File: src/rtl/cpu_register_pkg.sv
// cpu_register_pkg
//   Shared sizing and types for the cpu_register general-purpose register file.
//   DATA_W   : default register width
//   ADDR_W   : default address width
//   NUM_REGS : register count, 2**ADDR_W
//   data_t / addr_t : convenience types at the default sizes
package cpu_register_pkg;

  localparam int DATA_W   = 8;
  localparam int ADDR_W   = 4;
  localparam int NUM_REGS = 2 ** ADDR_W;

  typedef logic [DATA_W-1:0] data_t;
  typedef logic [ADDR_W-1:0] addr_t;

endpackage

File: src/rtl/cpu_register_read_mux.sv
// cpu_register_read_mux
//   One combinational read port of the register file: selects one of the
//   2**ADDR_W stored words. An optional same-cycle bypass returns the write
//   data instead when a write to the selected register is pending.
// Ports:
//   regs      : all stored register contents
//   sel       : read address
//   bypass_en : a qualified write is pending this cycle (0 disables bypass)
//   wr_addr   : pending write address
//   wr_data   : pending write data
//   rd_data   : selected word
module cpu_register_read_mux
  import cpu_register_pkg::*;
#(
  parameter int DATA_W = cpu_register_pkg::DATA_W,
  parameter int ADDR_W = cpu_register_pkg::ADDR_W
) (
  input  logic [DATA_W-1:0] regs [2**ADDR_W],
  input  logic [ADDR_W-1:0] sel,
  input  logic              bypass_en,
  input  logic [ADDR_W-1:0] wr_addr,
  input  logic [DATA_W-1:0] wr_data,
  output logic [DATA_W-1:0] rd_data
);

  always_comb begin
    rd_data = regs[sel];
    if (bypass_en && (sel == wr_addr)) begin
      rd_data = wr_data;
    end
  end

endmodule

File: src/rtl/cpu_register.sv
// cpu_register
//   16 x 8 flip-flop register file with two combinational read ports (A, B)
//   and one synchronous write port. Reset is synchronous, active-high, and
//   wins over a concurrent write.
//   Optional build macro WRITE_BYPASS_EN: when defined, a read of the register
//   being written in the same cycle returns din instead of the stored value.
// Ports:
//   clock    : system clock, rising edge
//   reset    : synchronous active-high clear of all registers
//   addr_a   : read address, port A
//   addr_b   : read address, port B
//   addr_wr  : write address
//   write_en : write strobe, sampled at the rising edge
//   din      : write data
//   out_a    : contents of register addr_a
//   out_b    : contents of register addr_b
module cpu_register
  import cpu_register_pkg::*;
#(
  parameter int DATA_W = cpu_register_pkg::DATA_W,
  parameter int ADDR_W = cpu_register_pkg::ADDR_W
) (
  input  logic              clock,
  input  logic              reset,
  input  logic [ADDR_W-1:0] addr_a,
  input  logic [ADDR_W-1:0] addr_b,
  input  logic [ADDR_W-1:0] addr_wr,
  input  logic              write_en,
  input  logic [DATA_W-1:0] din,
  output logic [DATA_W-1:0] out_a,
  output logic [DATA_W-1:0] out_b
);

  localparam int DEPTH = 2 ** ADDR_W;

  logic [DATA_W-1:0] regs [DEPTH];
  logic              bypass_en;

  always_ff @(posedge clock) begin
    if (reset) begin
      for (int i = 0; i < DEPTH; i++) begin
        regs[i] <= '0;
      end
    end else if (write_en) begin
      regs[addr_wr] <= din;
    end
  end

  // Bypass is only legal for a write that will actually land, so a write
  // masked by reset must not leak onto the read ports.
`ifdef WRITE_BYPASS_EN
  assign bypass_en = write_en & ~reset;
`else
  assign bypass_en = 1'b0;
`endif

  cpu_register_read_mux #(
    .DATA_W (DATA_W),
    .ADDR_W (ADDR_W)
  ) u_mux_a (
    .regs      (regs),
    .sel       (addr_a),
    .bypass_en (bypass_en),
    .wr_addr   (addr_wr),
    .wr_data   (din),
    .rd_data   (out_a)
  );

  cpu_register_read_mux #(
    .DATA_W (DATA_W),
    .ADDR_W (ADDR_W)
  ) u_mux_b (
    .regs      (regs),
    .sel       (addr_b),
    .bypass_en (bypass_en),
    .wr_addr   (addr_wr),
    .wr_data   (din),
    .rd_data   (out_b)
  );

endmodule

File: config.mk
export PLATFORM = sky130hd
export DESIGN_NAME = cpu_register
export DESIGN_NICKNAME = d
export VERILOG_FILES = /design/src/rtl/cpu_register_pkg.sv /design/src/rtl/cpu_register_read_mux.sv /design/src/rtl/cpu_register.sv
export SDC_FILE = /design/constraint.sdc
export NUM_CORES = 1
export LEC_CHECK = 0
export ABC_AREA = 1
export CORE_MARGIN = 2
export CORE_UTILIZATION = 55
export DETAILED_ROUTE_END_ITERATION = 6
export DONT_BUFFER_PORTS = 1
export HOLD_SLACK_MARGIN = 0.05
export PLACE_DENSITY_LB_ADDON = 0.08
export SYNTH_ARGS = -nofsm -noshare
export SYNTH_HDL_FRONTEND = slang
export SYNTH_SLANG_ARGS = --single-unit
File: constraint.sdc
create_clock -name clock -period 2.8 [get_ports clock]
set_input_delay 0.14 -clock clock [delete_from_list [all_inputs] [get_ports clock]]
set_output_delay 0.14 -clock clock [all_outputs]
set_load 0.1 [all_outputs]
# Word-level counts from Yosys, hierarchy flattened
# Cells that the tools add are included.
# W data, S select, Z words.
[totals]
register_bits = 128
inputBits = 23
output_inout_bits = 16
elab_cells = 33
[op_classes]
n_lt_le_gt_ge = 4
mux = 9
bitwise = 3
n_reduce_logical = 1
[ops]
columns = ["cell", "count"]
rows = [
  ["$bwmux W128", 1],
  ["$bmux W8 S4", 2],
  ["$mux W8", 5],
  ["$demux W8 S4", 1],
  ["$ge A5 B5 Y1 const B", 3],
  ["$not A4 Y5", 3],
  ["$lt A5 B1 Y1 const B", 1],
  ["$logic_and A1 B1 Y1", 1],
]

# Longest topological paths before layout
[depth]
ltp_word = 6
mapped_depth = 7
ltp_nobuf = 7

# Cells and area by module
# Synthesis repeated with hierarchy kept, for this count alone.
[hier_totals]
cells_unflattened = 1584
hier_area_um2 = 8828.5
[by_module_without_submodules]
columns = ["module", "instances", "cells_each", "area_each_um2", "seq_area_each_um2"]
rows = [
  ["cpu_register", 1, 738, 4992.3, 2562.5],
  ["cpu_register_read_mux", 2, 423, 1918.1, 0.0],
]

# Worst setup path before layout
# OpenSTA, ideal clock, no wires.
[synth_timing]
kind = "in2out"
from = "input addr_a[1]"
to = "output out_a[0]"
arrival_time_ps = 1554
required_ps = 2660
path_slack_ps = 1106
path_stages = 7
n_path_buf = 2
cell_sequence = "clkbuf_1 -> inv_1 -> clkbuf_1 -> nand3_1 -> nand3_1 -> nand3_1 -> nand2_1"
[synth_between]
elab_chain_cells = 4
[synth_lines]
columns = ["item", "line", "rtl"]
rows = [
  ["start: declaration", "cpu_register.sv:25", "input logic [ADDR_W-1:0] addr_a,"],
  ["$not A4 Y5 (implied by the code)", "cpu_register_read_mux.sv:27", "rd_data = regs[sel];"],
  ["$bmux W8 S4", "cpu_register_read_mux.sv:27", ""],
  ["$mux W8 (implied by the code) (2 in a row)", "cpu_register_read_mux.sv:27", ""],
  ["end: declaration", "cpu_register.sv:30", "output logic [DATA_W-1:0] out_a,"],
]
# Every way passes these cells. The select of a mux whose other input is x is not followed.

# Worst setup path in the final report
[layout_timing]
from = "input addr_b[1]"
to = "output out_b[2]"
[layout_between]
elab_chain_cells = 4
[layout_lines]
columns = ["item", "line", "rtl"]
rows = [
  ["start: declaration", "cpu_register.sv:26", "input logic [ADDR_W-1:0] addr_b,"],
  ["$not A4 Y5 (implied by the code)", "cpu_register_read_mux.sv:27", ""],
  ["$bmux W8 S4", "cpu_register_read_mux.sv:27", ""],
  ["$mux W8 (implied by the code) (2 in a row)", "cpu_register_read_mux.sv:27", ""],
  ["end: declaration", "cpu_register.sv:31", "output logic [DATA_W-1:0] out_b"],
]
# Every way passes these cells. The select of a mux whose other input is x is not followed.

==> run metrics <==
status finished, final reports clean; Slew @ Worst Pin 1.12 ns; global route total overflow 0; Total Routing Usage GR 0.358; router iterations before antenna repair 6; first-pass GRT wire length 39,100 microns; fin cells 1,376; placed standard-cell area 7350 sq um; drt initial violations 1,079; final hold vios 0; most common cell in the netlist nand2_1; Most common cell on crit path nand3_1; Worst Path Buf+Inv 3; nets 1,210; capture point of the worst reg-to-reg path regs[45]$_SDFFE_PP0P_; r2r startpoint regs[45]$_SDFFE_PP0P_; post-synth top area share 0.351; RD Place Congestion 0.994; CTS root buf clkbuf_16; hpwl dp 16,000 microns; CTS max path bufs 2; FMAX 516 MHz; ANT nets after route 0; Critical Path Start Type input port; Yosys cell types 15; crit-path max FO 33; Ant. Diodes 0; crit path kind input port to output pin; drt via density 5.61; die area 14,200 sq um; critical path's slowest cell inv_1; VDD IR max 0.489 mV; Critical Path AT 1.80 ns; worst hold slack 0.105 ns; Final Max Tran Viols 0; predominant post-synthesis flop cell dfxtp_1; largest register by flop count regs; Final setup viols 0; Commonest cells post-synth nand2_1, nand3_1, inv_1; Crit. End Element output pin; Hold Path Depth 4; total negative setup slack 0 ns; Hold Path Origin write_en; vias in the first global route 6,972; Core Region 13,100 sq um; Port Buffers 0; Max-Cap Viols 0; largest registers regs (128); fin crit share 0.693; Yosys warnings 0; CTS tree yes; Clock Skew 0 ns; Vias 7,715; cell taking the most area after synthesis dfxtp_1; clock-pin slew on the worst setup and hold paths 0.06 ns; WL per Instance 18.0 microns; Hold Path Class input port to flip-flop; Post-Synthesis Cells 1,222; largest net degree at the start of global routing 129; total CTS buffers 17; crit-path cells inv_1 -> buf_4 -> nand3_1 -> nand3_1 -> nand3_1 -> nand2_1 -> buf_4; Avg Cell Area, Syn 5.98 sq um; H-tree depth 4; clock sinks 128; Starting Density 0.559; FF+latch count, synth 128; Die Ht 119 microns; Seq/Total Area, Yosys 0.351; Hold EP regs[95]$_SDFFE_PP0P_; Rel. slew slack 0.248; RSZ-0062 raised after global routing no; # rows 42; critical path's top delay family buffers and inverters; fill cell count 1,316; cell total after placement 1,334; ys async rst share 0; FF-to-FF setup slack 1.69 ns; Req. time, crit path 2.66 ns; Pleak 3.50 nW; cell area after layout 8110 sq um; post-synthesis cell area 7310 sq um; clk_lat worst skew 0.43 ns; synth top area cells dfxtp_1, nand2_1, nand3_1; Post-synth EDFFs 0; initial antenna violation count 0; layout cells sized above 1 0.0517; Die X 119 microns; r2r worst-path depth 3; power per cell area 622 nW/um^2; Largest register FFs 128; DRC 0; Area growth syn-to-layout 10.9%; # IOs 39; Post-CTS Setup Bufs 0; total wire length 24,800 microns; CP max stage delay 0.73 ns; post-synthesis net count 1,245; Final Critical Period 1.94 ns
-- layout make-up --
type / count / area (sq um) / area share
clock buffer: 22 / 454 / 0.0560
clock inverter: 10 / 184 / 0.0227
inverter: 151 / 567 / 0.0699
multi-input combinational: 858 / 3820 / 0.471
sequential: 128 / 2560 / 0.316
tap: 176 / 220 / 0.0272
timing repair buffer: 31 / 300 / 0.0370
-- cells by family after synthesis --
| logic type | count (synthesis) | share of synthesized area |
|---|---|---|
| buffers and inverters | 236 | 0.127 |
| AOI/OAI and AO/OA | 128 | 0.104 |
| DFF | 128 | 0.351 |
| and+or+nand+nor | 730 | 0.419 |
-- worst max path at each step --
stage                to  startpoint  cells after the start
3_3_place_gp   out_b[7]   addr_b[1]                      7
2_1_floorplan  out_a[0]   addr_a[1]                      7
5_1_grt        out_b[2]   addr_b[1]                      7
3_5_place_dp   out_b[2]   addr_b[1]                      7
4_1_cts        out_b[2]   addr_b[1]                      7
6_report       out_b[2]   addr_b[1]                      7
-- power by group --
group | internal (W) | switching (W)
sequential | 0.00185 | 0.0000108
combinational | 0.000189 | 0.000552
clock | 0.00160 | 0.000841
total | 0.00364 | 0.00140
-- worst min-delay path, cell delays in order --
cell	delay [ns]
nand3b_1	0.12
nor2_2	0.11
nand2_1	0.07
a21oi_1	0.05
-- per-layer routing --
layer / global-route usage / up-vias / part of all wire
li1: - / 3797 / -
met1: 0.515 / 3462 / 0.44
met2: 0.506 / 400 / 0.42
met3: 0.0934 / 56 / 0.11
met4: 0.142 / 0 / 0.031
met5: 0 / - / 0
-- placed cells by master, fill, tap and decap left out, types with 17 or more instances in the layout --
master and instances:
a211oi_1 48, clkbuf_16 17, dfxtp_1 128, nand2_1 423, nand3_1 228, buf_4 19, inv_1 149, nor2_1 68
a21oi_1 80
-- per-stage QoR --
stage / utilization / power [W] / setup WS [ns]
after floorplan: - / 0.00249 / 1.11
after global placement: 0.562 / 0.00254 / 0.983
after detailed placement: 0.562 / 0.00254 / 0.952
after CTS: 0.620 / 0.00504 / 0.950
after global routing: 0.620 / 0.00519 / 0.765
final: 0.620 / 0.00504 / 0.861
-- repair_timing --
| item | in CTS | in global routing |
|---|---|---|
| hold buffers | 10 | 0 |
| endpoints found under the hold margin | 128 | 0 |
| resized for setup | 0 | 0 |
No activity file was read; power rests on OpenSTA's default activity.
